## src/rtl/rv32i_mem_pkg.sv

```systemverilog
// Shared types and helpers for the RV32I memory arbiter: access sizes,
// arbiter states and the byte-count decode used by both arbiter files.
package rv32i_mem_pkg;

    localparam int WORD_BYTES = 4;

    typedef enum logic [1:0] {
        BYTE = 2'd0,
        HALF = 2'd1,
        WORD = 2'd2
    } ls_size_e;

    typedef enum logic {
        IDLE   = 1'b0,
        SPLIT2 = 1'b1
    } arb_state_e;

    // Encoding 3 is not a legal size and falls through to a full word.
    function automatic logic [2:0] size_bytes(input ls_size_e s);
        case (s)
            BYTE:    return 3'd1;
            HALF:    return 3'd2;
            default: return 3'd4;
        endcase
    endfunction

endpackage

```

## src/rtl/rv32i_lane_align.sv

```systemverilog
// Byte-lane steering for load/store: byte enables and shifted write data for
// the beat being issued, plus extraction of right-aligned load data.
module rv32i_lane_align
    import rv32i_mem_pkg::*;
(
    input  logic [1:0]  i_off,
    input  logic [1:0]  i_size,
    input  logic        i_beat,
    input  logic [31:0] i_wdata,
    input  logic [1:0]  i_rd_off,
    input  logic [1:0]  i_rd_size,
    input  logic [63:0] i_rd_data,
    output logic [3:0]  o_be,
    output logic [31:0] o_wdata,
    output logic [31:0] o_rdata
);

    logic [2:0]  w_n;
    logic [2:0]  w_rd_n;
    logic [3:0]  w_end;
    logic [31:0] w_rd_sh;

    always_comb begin
        w_n   = size_bytes(ls_size_e'(i_size));
        w_end = {2'b00, i_off} + {1'b0, w_n};
        // The second beat only exists when offset + size spills past lane 3.
        if (i_beat) begin
            o_be    = 4'((5'd1 << (w_end - 4'd4)) - 5'd1);
            o_wdata = i_wdata >> (6'd32 - {1'b0, i_off, 3'b000});
        end else begin
            o_be    = 4'(((8'd1 << w_n) - 8'd1) << i_off);
            o_wdata = i_wdata << {i_off, 3'b000};
        end
    end

    always_comb begin
        w_rd_n  = size_bytes(ls_size_e'(i_rd_size));
        w_rd_sh = 32'(i_rd_data >> {i_rd_off, 3'b000});
        case (w_rd_n)
            3'd1:    o_rdata = {24'd0, w_rd_sh[7:0]};
            3'd2:    o_rdata = {16'd0, w_rd_sh[15:0]};
            default: o_rdata = w_rd_sh;
        endcase
    end

endmodule

```

## src/rtl/rv32i_mem_arbiter.sv

```systemverilog
// Fetch vs load/store arbiter for a single-port word memory. Load/store has
// priority with a starvation guard; word-crossing accesses issue two beats.
module rv32i_mem_arbiter
    import rv32i_mem_pkg::*;
#(
    parameter int ADDR_W     = 15,
    parameter int STARVE_MAX = 4
) (
    input  logic              clk,
    input  logic              rst_n,
    input  logic              if_req,
    input  logic [31:0]       if_addr,
    output logic              if_gnt,
    output logic              if_rvalid,
    output logic [31:0]       if_rdata,
    input  logic              ls_req,
    input  logic              ls_we,
    input  logic [1:0]        ls_size,
    input  logic [31:0]       ls_addr,
    input  logic [31:0]       ls_wdata,
    output logic              ls_gnt,
    output logic              ls_rvalid,
    output logic [31:0]       ls_rdata,
    output logic              mem_en,
    output logic              mem_we,
    output logic [3:0]        mem_be,
    output logic [ADDR_W-1:0] mem_addr,
    output logic [31:0]       mem_wdata,
    input  logic [31:0]       mem_rdata
);

    localparam int SC_W = $clog2(STARVE_MAX + 1);

    arb_state_e        r_state, w_state_nxt;
    logic [SC_W-1:0]   r_sc;
    logic [1:0]        r_cap_off, r_cap_size;
    logic              r_cap_we;
    logic [ADDR_W-1:0] r_cap_addr;
    logic [31:0]       r_cap_wdata, r_beat1;
    logic              r_if_pend, r_ls_pend, r_rd_split;

    logic              w_in_split2, w_starved, w_split;
    logic [2:0]        w_n;
    logic [1:0]        w_al_off, w_al_size;
    logic [31:0]       w_al_wdata, w_al_wsh, w_al_rdata;
    logic [3:0]        w_al_be;
    logic [63:0]       w_rd64;
    logic              w_unused;

    assign w_unused    = ^{if_addr[31:ADDR_W+2], if_addr[1:0], ls_addr[31:ADDR_W+2]};
    assign w_in_split2 = (r_state == SPLIT2);
    assign w_starved   = if_req && (r_sc == SC_W'(STARVE_MAX));
    assign w_n         = size_bytes(ls_size_e'(ls_size));
    assign w_split     = ({2'b00, ls_addr[1:0]} + {1'b0, w_n}) > 4'(WORD_BYTES);

    assign w_al_off   = w_in_split2 ? r_cap_off   : ls_addr[1:0];
    assign w_al_size  = w_in_split2 ? r_cap_size  : ls_size;
    assign w_al_wdata = w_in_split2 ? r_cap_wdata : ls_wdata;
    assign w_rd64     = r_rd_split ? {mem_rdata, r_beat1} : {32'd0, mem_rdata};

    rv32i_lane_align u_align (
        .i_off     (w_al_off),
        .i_size    (w_al_size),
        .i_beat    (w_in_split2),
        .i_wdata   (w_al_wdata),
        .i_rd_off  (r_cap_off),
        .i_rd_size (r_cap_size),
        .i_rd_data (w_rd64),
        .o_be      (w_al_be),
        .o_wdata   (w_al_wsh),
        .o_rdata   (w_al_rdata)
    );

    always_ff @(posedge clk or negedge rst_n) begin
        if (!rst_n) r_state <= IDLE;
        else        r_state <= w_state_nxt;
    end

    // Gating with rst_n keeps every output quiet while reset is held.
    always_comb begin
        w_state_nxt = r_state;
        if_gnt      = 1'b0;
        ls_gnt      = 1'b0;
        mem_en      = 1'b0;
        mem_we      = 1'b0;
        mem_be      = 4'h0;
        mem_addr    = '0;
        mem_wdata   = 32'd0;
        if (rst_n) begin
            if (w_in_split2) begin
                mem_en      = 1'b1;
                mem_we      = r_cap_we;
                mem_be      = w_al_be;
                mem_addr    = r_cap_addr;
                mem_wdata   = r_cap_we ? w_al_wsh : 32'd0;
                w_state_nxt = IDLE;
            end else if (ls_req && !w_starved) begin
                ls_gnt    = 1'b1;
                mem_en    = 1'b1;
                mem_we    = ls_we;
                mem_be    = w_al_be;
                mem_addr  = ls_addr[ADDR_W+1:2];
                mem_wdata = ls_we ? w_al_wsh : 32'd0;
                if (w_split) w_state_nxt = SPLIT2;
            end else if (if_req) begin
                if_gnt   = 1'b1;
                mem_en   = 1'b1;
                mem_be   = 4'hF;
                mem_addr = if_addr[ADDR_W+1:2];
            end
        end
    end

    always_ff @(posedge clk or negedge rst_n) begin
        if (!rst_n) begin
            r_sc       <= '0;
            r_if_pend  <= 1'b0;
            r_ls_pend  <= 1'b0;
            r_rd_split <= 1'b0;
        end else begin
            if (!if_req || if_gnt)                r_sc <= '0;
            else if (r_sc != SC_W'(STARVE_MAX))   r_sc <= r_sc + 1'b1;
            r_if_pend  <= if_gnt;
            r_ls_pend  <= (ls_gnt && !ls_we && !w_split) || (w_in_split2 && !r_cap_we);
            r_rd_split <= w_in_split2 && !r_cap_we;
        end
    end

    // Capture is refreshed on every load/store grant so a single-beat load's
    // response cycle also finds its offset and size here.
    always_ff @(posedge clk) begin
        if (ls_gnt) begin
            r_cap_off   <= ls_addr[1:0];
            r_cap_size  <= ls_size;
            r_cap_we    <= ls_we;
            r_cap_addr  <= ls_addr[ADDR_W+1:2] + ADDR_W'(1);
            r_cap_wdata <= ls_wdata;
        end
        if (w_in_split2) r_beat1 <= mem_rdata;
    end

    assign if_rvalid = r_if_pend;
    assign if_rdata  = r_if_pend ? mem_rdata : 32'd0;
    assign ls_rvalid = r_ls_pend;
    assign ls_rdata  = r_ls_pend ? w_al_rdata : 32'd0;

endmodule

```

## config.mk

```make
export PLATFORM = sky130hd
export DESIGN_NAME = rv32i_mem_arbiter
export DESIGN_NICKNAME = d
export VERILOG_FILES = /design/src/rtl/rv32i_mem_pkg.sv /design/src/rtl/rv32i_lane_align.sv /design/src/rtl/rv32i_mem_arbiter.sv
export SDC_FILE = /design/constraint.sdc
export NUM_CORES = 1
export LEC_CHECK = 0
export CAP_MARGIN = 20
export CELL_PAD_IN_SITES_DETAIL_PLACEMENT = 1
export CELL_PAD_IN_SITES_GLOBAL_PLACEMENT = 1
export CORE_MARGIN = 2
export CORE_UTILIZATION = 38
export CTS_CLUSTER_SIZE = 40
export DETAILED_ROUTE_END_ITERATION = 12
export PLACE_DENSITY = 0.93
export SLEW_MARGIN = 25
export SYNTH_ARGS = -nofsm -noshare
export SYNTH_HDL_FRONTEND = slang
export SYNTH_SLANG_ARGS = --single-unit
```

## constraint.sdc

```tcl
create_clock -name clk -period 11.05 [get_ports clk]
set_input_delay 2.21 -clock clk [delete_from_list [all_inputs] [get_ports clk]]
set_output_delay 2.21 -clock clk [all_outputs]
set_load 0.1 [all_outputs]
```

==> results of run 1 <==
==> report_power, final <==
group          internal (W)  leakage [nW]  switching, W
logic              0.000174          2.77      0.000347
clock network      0.000182         0.148      0.000144
registers          0.000405         0.871     0.0000282
total              0.000761          3.79      0.000519
==> area by class of cell <==
cell class	count	area, µm²
Clock inverter	6	65.1
Fill cell	2193	9300
Clock buffer	10	239
Multi-Input combinational cell	558	4390
Timing Repair Buffer	232	2290
Tap cell	265	332
Sequential cell	91	2700
Inverter	20	75.1
==> final timing paths <==
kind,startpoint,end,depth (start not counted)
worst max-delay path,ls_addr[1],mem_wdata[27],10
worst min-delay path,r_cap_we$_DFFE_PP_,r_rd_split$_DFF_PN0_,1
worst max register to register,r_sc[0]$_DFFE_PN0P_,r_cap_wdata[4]$_DFFE_PP_,6
worst min register to register,r_cap_we$_DFFE_PP_,r_rd_split$_DFF_PN0_,1
max in group asynchronous,rst_n,r_state$_DFFE_PN0P_,2
min in group asynchronous,rst_n,ls_rvalid$_DFF_PN0_,2
==> synthesized netlist by cell type (3+ instances only) <==
library cell / count / share of area [%]
sky130_fd_sc_hd__and2_1: 36 / 3.0
sky130_fd_sc_hd__clkbuf_1: 20 / 1.0
sky130_fd_sc_hd__xor2_1: 7 / 0.82
sky130_fd_sc_hd__o22ai_1: 26 / 2.2
sky130_fd_sc_hd__buf_4: 12 / 1.2
sky130_fd_sc_hd__edfxtp_1: 84 / 34
sky130_fd_sc_hd__a2bb2oi_1: 8 / 0.93
sky130_fd_sc_hd__mux4_2: 14 / 4.2
sky130_fd_sc_hd__nand3_1: 22 / 1.5
sky130_fd_sc_hd__buf_6: 9 / 1.4
sky130_fd_sc_hd__nor2b_1: 9 / 0.75
sky130_fd_sc_hd__nand4_1: 3 / 0.25
sky130_fd_sc_hd__nor2_1: 34 / 1.7
sky130_fd_sc_hd__xnor2_1: 8 / 0.93
sky130_fd_sc_hd__mux2_2: 28 / 4.2
sky130_fd_sc_hd__a211oi_1: 14 / 1.4
sky130_fd_sc_hd__o211a_1: 3 / 0.40
sky130_fd_sc_hd__o21ai_0: 8 / 0.53
sky130_fd_sc_hd__a21oi_1: 18 / 1.2
sky130_fd_sc_hd__a31oi_1: 10 / 0.83
sky130_fd_sc_hd__o21ai_1: 7 / 0.47
sky130_fd_sc_hd__mux2i_1: 119 / 16
sky130_fd_sc_hd__buf_2: 13 / 0.87
sky130_fd_sc_hd__inv_2: 3 / 0.15
sky130_fd_sc_hd__and3_1: 29 / 2.4
sky130_fd_sc_hd__a21o_1: 4 / 0.40
sky130_fd_sc_hd__o21a_1: 7 / 0.70
sky130_fd_sc_hd__nand2b_1: 16 / 1.3
sky130_fd_sc_hd__ha_1: 9 / 1.5
sky130_fd_sc_hd__inv_1: 16 / 0.80
sky130_fd_sc_hd__a221o_1: 3 / 0.40
sky130_fd_sc_hd__nor3_1: 12 / 0.80
sky130_fd_sc_hd__dfrtp_1: 7 / 2.3
sky130_fd_sc_hd__nand2_1: 42 / 2.1
sky130_fd_sc_hd__a22o_1: 29 / 3.4
==> registers in the layout (all words and copies together) (netlist names) <==
name and cells:
if_rvalid 1, ls_rvalid 1, r_beat1 32, r_cap_addr 15, r_cap_off 2, r_cap_size 2, r_cap_wdata 32, r_cap_we 1
r_rd_split 1, r_sc 3, r_state 1
==> metrics by stage <==
| stage | worst slack (ps) | cells |
|---|---|---|
| 2_1_floorplan | 2380 | 726 |
| 5_1_grt | 1640 | 1182 |
| 3_3_place_gp | 1960 | 1166 |
| 4_1_cts | 1850 | 1182 |
| 3_5_place_dp | 1860 | 1166 |
| 6_report | 1850 | 1182 |
==> kinds of logic (layout without fill, tap and decap cells) <==
| kind of cell | count (synthesis) | after routing | synth area share (%) |
|---|---|---|---|
| xor gates and xnor gates | 15 | 15 | 1.75 |
| DFF | 91 | 91 | 36.0 |
| AOI/OAI and AO/OA | 155 | 155 | 15.2 |
| adders and majority gates | 11 | 11 | 2.04 |
| muxes | 161 | 161 | 24.3 |
| and+or+nand+nor | 216 | 216 | 15.0 |
| buffers and inverters | 77 | 268 | 5.72 |
==> critical path, stage by stage <==
cell                              delay, ps
sky130_fd_sc_hd__clkdlybuf4s50_1        420
sky130_fd_sc_hd__inv_1                  410
sky130_fd_sc_hd__o21ai_2                160
sky130_fd_sc_hd__inv_2                  290
sky130_fd_sc_hd__ha_1                   650
sky130_fd_sc_hd__nor3b_1                680
sky130_fd_sc_hd__and2_1                 520
sky130_fd_sc_hd__nand2_1                100
sky130_fd_sc_hd__a211oi_1               350
sky130_fd_sc_hd__clkdlybuf4s50_1       1210
==> per-layer routing <==
| layer | wire length (µm) | global-route usage (%) |
|---|---|---|
| met1 | 10800 | 31.1 |
| met5 | 0 | 0 |
| met3 | 1590 | 3.48 |
| met2 | 12900 | 43.3 |
| met4 | 608 | 10.6 |
==> results.txt, run 1 <==
----------------------------------------------------
[Outcome]
  Outcome ... complete, no violations

[Cells and area]
  Number of nets in the layout ... 1058
  Most used cells in the layout excluding fill and tap cells ... sky130_fd_sc_hd__clkdlybuf4s50_1, sky130_fd_sc_hd__mux2i_1, sky130_fd_sc_hd__edfxtp_1
  Layout cells sized above 1 ... 9.71%
  Number of antenna cells inserted ... 0
  Most common cell after layout, fill and taps aside ... sky130_fd_sc_hd__clkdlybuf4s50_1
  Synthesis-to-layout area growth ... 34.6%
  Area of all placed cells without fillers ... 0.0101 mm²
  Final design utilization ... 52.0%

[GRT]
  Initial antenna violation count ... 0
  Wire length of the first global-routing pass ... 40.5 mm
  Aggregate global routing overflow ... 0
  Global-route usage over all layers ... 25.0%
  Maximum number of pins on one net before global-route repair ... 65
  Number of global-route vias before repair ... 7310

[Synth]
  Ys async rst share ... 7.69%
  Count of unique library cells instantiated by Yosys ... 61
  Number of enable-type register cells in the synthesized netlist ... 84
  Cell count after synthesis ... 726
  Average instance area after synthesis ... 10.3 µm²
  Share of the yosys chip area belonging to registers ... 36.0%
  Synthesized flop and latch total ... 91
  Mapped Nets ... 872
  Most instantiated flip-flop cell in the synthesis netlist ... sky130_fd_sc_hd__edfxtp_1
  Warnings, synthesis ... 0
  Total standard cell area after synthesis ... 0.00750 mm²

[Power and ir drop]
  Overall Power ... 0.00128 W
  Static leakage ... 3.79 nW
  Largest vdd supply drop ... 0.0711 mV
  Cell area power density ... 127 mW/mm²

[STA]
  Clock skew after layout ... 5.20 ps
  Worst slack on hold paths ... 560 ps
  Setup TNS ... 0 ps
  Shortest period the worst path allows ... 9200 ps
  Rel. slew slack ... 29.9%
  Setup repair after global routing missed its margin ... no
  Number of setup violations in the final report ... 0
  Upper clock frequency limit ... 109 MHz
  Final Hold Fails ... 0
  Tightest Pin Transition ... 1050 ps
  Period Utilization, post-route ... 83.3%
  Max-slew violations ... 0

[Critical path]
  Register-to-register setup slack ... 7800 ps
  Worst endpoint data arrival time ... 6990 ps
  Required @ worst endpoint ... 8840 ps
  CP startpoint kind ... primary input
  Worst setup path class ... primary input to output pin
  Maximum fanout along the worst path ... 23
  Crit. End Element ... output pin

[Worst hold path]
  HP Class ... register to register

[Place]
  Placed instance area ... 0.00978 mm²
  Port-buffer cells ... 223
  Routability congestion estimate ... 0.850
  Final HPWL DP ... 18.0 mm

[Run]
  Max capacitance violation total ... 0

[Die]
  Area of the core ... 0.0194 mm²
  Initial cell density of the core ... 38.7%
  Total Die Area ... 0.0209 mm²
  IO Count ... 256
  Floorplan die width ... 144 µm
  Row cnt ... 51
  Die Height ... 144 µm

[Routing]
  Initial DRT Pass Iterations ... 4
  Detailed-route wire length ... 25.9 mm
  DRC marker count from the first detailed-route iteration ... 282
  Antenna-violating nets left ... 0
  Routed vias ... 6834
  Detailed-route vias per instance ... 5.78
  Number of remaining DRC errors ... 0
  Post-detailed-route wirelength per cell ... 21.9 µm

[CTS]
  Clock latency on the worst-skew pair ... 350 ps
  Sink Count ... 91
  Post CTS Setup Buffer Count ... 0
  Clock transition at the registers of the reported paths ... 70 ps
  PostCTS Resize Cnt ... 0
  H-Tree Depth ... 3
  Clock root cell ... sky130_fd_sc_hd__clkbuf_16
  CTS Buf Count ... 9
  Number of buffers on the longest clock path ... 2
  Clock tree from TritonCTS ... yes
  Cts hold-fix bufs ... 0

----------------------------------------------------
Power figures use the tool's default switching activity.
==> run 2, diff against run 1 <==
--- a/config.mk
+++ b/config.mk
@@ -9,10 +9,10 @@
 export CELL_PAD_IN_SITES_DETAIL_PLACEMENT = 1
 export CELL_PAD_IN_SITES_GLOBAL_PLACEMENT = 1
 export CORE_MARGIN = 2
-export CORE_UTILIZATION = 38
+export CORE_UTILIZATION = 32
 export CTS_CLUSTER_SIZE = 40
 export DETAILED_ROUTE_END_ITERATION = 12
-export PLACE_DENSITY = 0.93
+export PLACE_DENSITY = 0.84
 export SLEW_MARGIN = 25
 export SYNTH_ARGS = -nofsm -noshare
 export SYNTH_HDL_FRONTEND = slang
==> constraint.sdc (replaced) <==
create_clock -name clk -period 7.5 [get_ports clk]
set_input_delay 1.5 -clock clk [delete_from_list [all_inputs] [get_ports clk]]
set_output_delay 1.5 -clock clk [all_outputs]
set_load 0.1 [all_outputs]
==> run 2 against run 1 <==
  * Wire length shrank 0.39%
  * Die area grew 18%
  * Setup slack lost 810 ps
  * Clock power grew 30%
  * Design area grew 1.9%
  * Worst hold slack lost 17 ps
  * Power grew 44%
  * First-iteration DRC count grew 4.3%
  * Count of clock-buffer cells in the layout grew 3
  * Non-clock buffer count grew 4
  * Clock skew grew 6.5 ps
  * Via count shrank 0.80%
  * Critical endpoint is now mem_be[1]
==> results.txt, run 2 (same netlist as run 1, synthesis figures left out) <==
----------------------------------------------------
[Outcome]
  Outcome ... complete, no violations

[CTS]
  H-Tree Depth ... 3
  Clock root cell ... sky130_fd_sc_hd__clkbuf_16
  Sink Count ... 91
  Cts hold-fix bufs ... 0
  PostCTS Resize Cnt ... 0
  Clock latency on the worst-skew pair ... 350 ps
  CTS Buf Count ... 9
  Number of buffers on the longest clock path ... 2
  Post CTS Setup Buffer Count ... 0
  Clock tree from TritonCTS ... yes
  Clock transition at the registers of the reported paths ... 70 ps

[Critical path]
  Register-to-register setup slack ... 4930 ps
  Reg-to-reg critical path endpoint ... r_cap_wdata[5]$_DFFE_PP_
  Crit-path cells ... clkdlybuf4s50_1 -> or3_1 -> o31ai_1 -> ha_1 -> inv_1 -> fa_1 -> or3_1 -> nand2_1 -> nand3_1 -> ha_1 -> a221oi_1 -> buf_12
  Number of cells on the worst reg-to-reg path ... 7
  Reg2Reg Launch Point ... r_sc[0]$_DFFE_PN0P_
  Required @ worst endpoint ... 6000 ps
  CP startpoint kind ... primary input
  Worst setup path class ... primary input to output pin
  Crit. End Element ... output pin
  Worst endpoint data arrival time ... 4960 ps
  Largest incremental delay on the critical path ... 560 ps
  Maximum fanout along the worst path ... 7
  Slowest CP cell ... sky130_fd_sc_hd__clkdlybuf4s50_1

[Cells and area]
  Most common cell after layout, fill and taps aside ... sky130_fd_sc_hd__clkdlybuf4s50_1
  Most used cells in the layout excluding fill and tap cells ... sky130_fd_sc_hd__clkdlybuf4s50_1, sky130_fd_sc_hd__mux2i_1, sky130_fd_sc_hd__edfxtp_1
  Number of antenna cells inserted ... 0
  Number of nets in the layout ... 1062
  Layout cells sized above 1 ... 15.2%
  Synthesis-to-layout area growth ... 37.1%
  Top flop regs ... r_beat1 (32), r_cap_wdata (32), r_cap_addr (15)

[GRT]
  Initial antenna violation count ... 0
  Maximum number of pins on one net before global-route repair ... 62
  Number of global-route vias before repair ... 7077
  Global-route usage over all layers ... 21.0%
  Wire length of the first global-routing pass ... 40.2 mm
  Aggregate global routing overflow ... 0

[Power and ir drop]
  Largest vdd supply drop ... 0.105 mV
  Static leakage ... 3.94 nW
  Cell area power density ... 179 mW/mm²

[STA]
  Number of setup violations in the final report ... 0
  Setup TNS ... 0 ps
  Shortest period the worst path allows ... 6460 ps
  Worst slack on hold paths ... 542 ps
  Rel. slew slack ... 30.5%
  Upper clock frequency limit ... 155 MHz
  Setup repair after global routing missed its margin ... no
  Tightest Pin Transition ... 1040 ps
  Period Utilization, post-route ... 86.1%
  Final Hold Fails ... 0
  Clock skew after layout ... 11.7 ps
  Max-slew violations ... 0

[Routing]
  Detailed-route wire length ... 25.8 mm
  Post-detailed-route wirelength per cell ... 20.8 µm
  Detailed-route vias per instance ... 5.47
  Routed vias ... 6779
  Initial DRT Pass Iterations ... 5
  DRC marker count from the first detailed-route iteration ... 294
  Antenna-violating nets left ... 0
  Number of remaining DRC errors ... 0

[Worst hold path]
  Worst hold path endpoint ... r_rd_split$_DFF_PN0_
  Worst hold path stage count ... 1
  HP Class ... register to register
  Worst Min Path Start ... r_cap_we$_DFFE_PP_

[Place]
  Port-buffer cells ... 223
  Final HPWL DP ... 18.2 mm
  Routability congestion estimate ... 0.819

[Die]
  Initial cell density of the core ... 32.2%
  Floorplan die width ... 157 µm
  Die Height ... 157 µm
  IO Count ... 256
  Area of the core ... 0.0233 mm²
  Total Die Area ... 0.0247 mm²
  Row cnt ... 56

[Run]
  Max capacitance violation total ... 0

----------------------------------------------------
[run 2: cell type report]
| type | count | area (µm²) |
|---|---|---|
| fill | 2601 | 13000 |
| multi-input combinational | 558 | 4380 |
| sequential | 91 | 2700 |
| timing repair buffer | 236 | 2470 |
| tap | 319 | 399 |
| clock buffer | 13 | 240 |
| inverter | 20 | 75.1 |
| clock inverter | 3 | 17.5 |
[run 2: critical path: cells and delay by family]
| family | cells | cell delay (ps) |
|---|---|---|
| AO/OA/AOI/OAI | 2 | 600 |
| adder cells (fa/ha/maj) | 3 | 900 |
| buffers and inverters | 3 | 850 |
| AND/OR/NAND/NOR | 4 | 1110 |
[run 2: through the flow]
step	worst slack [ps]	cell area, µm²	std cells	utilization (%)	total power, W
after global placement	1160	10000	1224	43.1	0.00142
final	1040	10300	1240	44.2	0.00185
after global routing	847	10300	1240	44.2	0.00192
after CTS	1030	10300	1240	44.2	0.00186
after floorplan	246	7500	726	-	0.00119
after detailed placement	1030	10000	1224	43.1	0.00143
[run 2: per-layer routing]
layer / vias up / routed length [µm] / track usage, %
li1: 3145 / - / -
met3: 34 / 1530 / 3.08
met5: - / 0 / 0
met2: 245 / 12700 / 36.2
met1: 3355 / 11000 / 27.1
met4: 0 / 564 / 6.49
[run 2: where the power goes]
group	internal, W	switching, W	total, W
logic	0.000271	0.000513	0.000784
clock network	0.000225	0.000198	0.000423
registers	0.000597	0.0000416	0.000638
[run 2: worst max-delay path by stage]
stage                     from            end  slack, ps  depth (start not counted)
floorplan           ls_addr[0]      mem_be[1]        250                         11
global placement    ls_addr[1]  mem_wdata[29]       1160                         10
detailed placement  ls_size[1]      mem_be[1]       1030                         12
CTS                 ls_size[1]      mem_be[1]       1030                         12
global route        ls_size[1]      mem_be[1]        850                         12
finish              ls_size[1]      mem_be[1]       1040                         12
==> run 3, diff against run 2 <==
--- a/config.mk
+++ b/config.mk
@@ -10,9 +10,11 @@
 export CELL_PAD_IN_SITES_GLOBAL_PLACEMENT = 1
 export CORE_MARGIN = 2
 export CORE_UTILIZATION = 32
+export CTS_CLUSTER_DIAMETER = 40
 export CTS_CLUSTER_SIZE = 40
 export DETAILED_ROUTE_END_ITERATION = 12
 export PLACE_DENSITY = 0.84
+export REMOVE_ABC_BUFFERS = 1
 export SLEW_MARGIN = 25
 export SYNTH_ARGS = -nofsm -noshare
 export SYNTH_HDL_FRONTEND = slang
==> run 3 against run 2 <==
  * Count of clock-buffer cells in the layout stayed put
  * Non-clock buffer count is 1 higher
  * Sequential cell count unchanged
  * Global-route usage increased by 0.073 points
  * Power up 4.1%
  * Critical endpoint is now mem_be[2]
==> results.txt, run 3 (same netlist as run 1, synthesis figures left out) <==
----------------------------------------------------
[Outcome]
  Outcome ... complete, no violations

[Routing]
  Detailed-route vias per instance ... 5.52
  Initial DRT Pass Iterations ... 4
  Antenna-violating nets left ... 0
  DRC marker count from the first detailed-route iteration ... 288
  Post-detailed-route wirelength per cell ... 21.1 µm
  Detailed-route wire length ... 26.2 mm
  Routed vias ... 6855
  Number of remaining DRC errors ... 0

[STA]
  Final Hold Fails ... 0
  Number of setup violations in the final report ... 0
  Upper clock frequency limit ... 154 MHz
  Tightest Pin Transition ... 1030 ps
  Rel. slew slack ... 31.0%
  Clock skew after layout ... 13.3 ps
  Shortest period the worst path allows ... 6480 ps
  Setup repair after global routing missed its margin ... no
  Period Utilization, post-route ... 86.4%
  Worst slack on hold paths ... 502 ps
  Max-slew violations ... 0

[Power and ir drop]
  Design internal power ... 0.00116 W
  Seq pwr share ... 33.3%
  Clk network pwr share ... 25.7%
  Switching power share of the total ... 39.5%
  Largest vdd supply drop ... 0.117 mV
  Switching power summed over all nets ... 0.000759 W
  Cell area power density ... 186 mW/mm²
  Power share of the combinational group ... 41.0%
  Static leakage ... 3.97 nW

[Die]
  Initial cell density of the core ... 32.2%
  Total Die Area ... 0.0247 mm²
  Row cnt ... 56
  Floorplan die width ... 157 µm
  Area of the core ... 0.0233 mm²
  Die Height ... 157 µm
  IO Count ... 256

[Cells and area]
  Layout cells sized above 1 ... 15.2%
  Number of nets in the layout ... 1063
  Synthesis-to-layout area growth ... 37.9%
  Number of antenna cells inserted ... 0
  Non-filler instance count after layout ... 1241
  Most common cell after layout, fill and taps aside ... sky130_fd_sc_hd__clkdlybuf4s50_1
  Layout fillers ... 2600
  Top flop regs ... r_beat1 (32), r_cap_wdata (32), r_cap_addr (15)
  Area of all placed cells without fillers ... 0.0103 mm²
  Most used cells in the layout excluding fill and tap cells ... sky130_fd_sc_hd__clkdlybuf4s50_1, sky130_fd_sc_hd__mux2i_1, sky130_fd_sc_hd__edfxtp_1

[Critical path]
  Worst setup path class ... primary input to output pin
  Largest incremental delay on the critical path ... 580 ps
  Reg-to-reg critical path endpoint ... r_cap_size[1]$_DFFE_PP_
  CP startpoint kind ... primary input
  Number of cells on the worst reg-to-reg path ... 5
  Required @ worst endpoint ... 6000 ps
  Maximum fanout along the worst path ... 7
  Worst endpoint data arrival time ... 4980 ps
  Register-to-register setup slack ... 4600 ps
  Reg2Reg Launch Point ... r_state$_DFFE_PN0P_
  Crit. End Element ... output pin
  Crit-path cells ... clkdlybuf4s50_1 -> or3_1 -> o31ai_1 -> ha_1 -> inv_1 -> fa_1 -> or3_1 -> nand2_1 -> nand3_1 -> ha_1 -> nand2b_1 -> o21ai_0 -> a211oi_1 -> o211a_1 -> buf_12
  Slowest CP cell ... sky130_fd_sc_hd__clkdlybuf4s50_1

[CTS]
  CTS Buf Count ... 9
  Number of buffers on the longest clock path ... 2
  Sink Count ... 91
  Clock root cell ... sky130_fd_sc_hd__clkbuf_16
  Cts hold-fix bufs ... 0
  Clock latency on the worst-skew pair ... 350 ps
  Clock transition at the registers of the reported paths ... 70 ps
  Clock tree from TritonCTS ... yes
  Post CTS Setup Buffer Count ... 0
  H-Tree Depth ... 3
  PostCTS Resize Cnt ... 0

[Worst hold path]
  Worst Min Path Start ... r_cap_we$_DFFE_PP_
  Worst hold path stage count ... 1
  Worst hold path endpoint ... r_rd_split$_DFF_PN0_
  HP Class ... register to register

[GRT]
  Global-route usage over all layers ... 21.0%
  Number of global-route vias before repair ... 6984
  Aggregate global routing overflow ... 0
  Wire length of the first global-routing pass ... 40.4 mm
  Maximum number of pins on one net before global-route repair ... 57
  Initial antenna violation count ... 0

[Place]
  Final HPWL DP ... 18.3 mm
  Routability congestion estimate ... 0.810
  Placed instance area ... 0.0100 mm²
  Port-buffer cells ... 223
  Placed Cells ... 1225

[Run]
  Max capacitance violation total ... 0

----------------------------------------------------
run 3: stage by stage:
step / total power, W / worst slack, ps / TNS, ps / utilization (%)
finish: 0.00192 / 1020 / 0 / 44.5
global route: 0.00200 / 814 / 0 / 44.5
CTS: 0.00194 / 1000 / 0 / 44.5
detailed placement: 0.00144 / 1010 / 0 / 43.2
global placement: 0.00142 / 1140 / 0 / 43.1
floorplan: 0.00117 / -1690 / -15570 / -
run 3: cell type report:
type                       instances  area [µm²]  share of cell area, %
inverter                          20        75.1                  0.726
clock buffer                      13         240                   2.32
timing repair buffer             237        2480                   24.0
multi-input combinational        558        4380                   42.4
clock inverter                     3        65.1                  0.629
tap                              319         399                   3.86
sequential                        91        2700                   26.1
run 3: power groups by stage:
stage | sequential [W] | combinational (W) | clock [W]
after floorplan | 0.000658 | 0.000511 | 0
after global routing | 0.000645 | 0.000829 | 0.000525
after global placement | 0.000648 | 0.000771 | 0
final | 0.000639 | 0.000787 | 0.000494
after CTS | 0.000640 | 0.000790 | 0.000506
after detailed placement | 0.000651 | 0.000787 | 0
run 3: critical path: cells and delay by family:
kind / cells / cell delay (ps)
AND/OR/NAND/NOR: 5 / 1260
AO/OA/AOI/OAI: 4 / 540
buffers and inverters: 3 / 820
adder cells (fa/ha/maj): 3 / 850
run 3: worst max path at each step:
stage	depth (start not counted)	slack (ps)	to	startpoint
3_3_place_gp	12	1140	mem_be[1]	ls_size[1]
6_report	15	1020	mem_be[2]	ls_size[1]
2_1_floorplan	10	-1690	mem_be[1]	r_cap_off[0]$_DFFE_PP_
4_1_cts	15	1000	mem_be[2]	ls_size[1]
5_1_grt	15	810	mem_be[2]	ls_size[1]
3_5_place_dp	15	1010	mem_be[2]	ls_size[1]
run 3: routing by layer:
metal | vias up | global-route usage, % | share of wire, %
li1 | 3154 | - | -
met1 | 3413 | 27.6 | 44
met2 | 255 | 36.3 | 49
met3 | 33 | 2.89 | 5.6
met4 | 0 | 5.97 | 2.0
met5 | - | 0 | 0
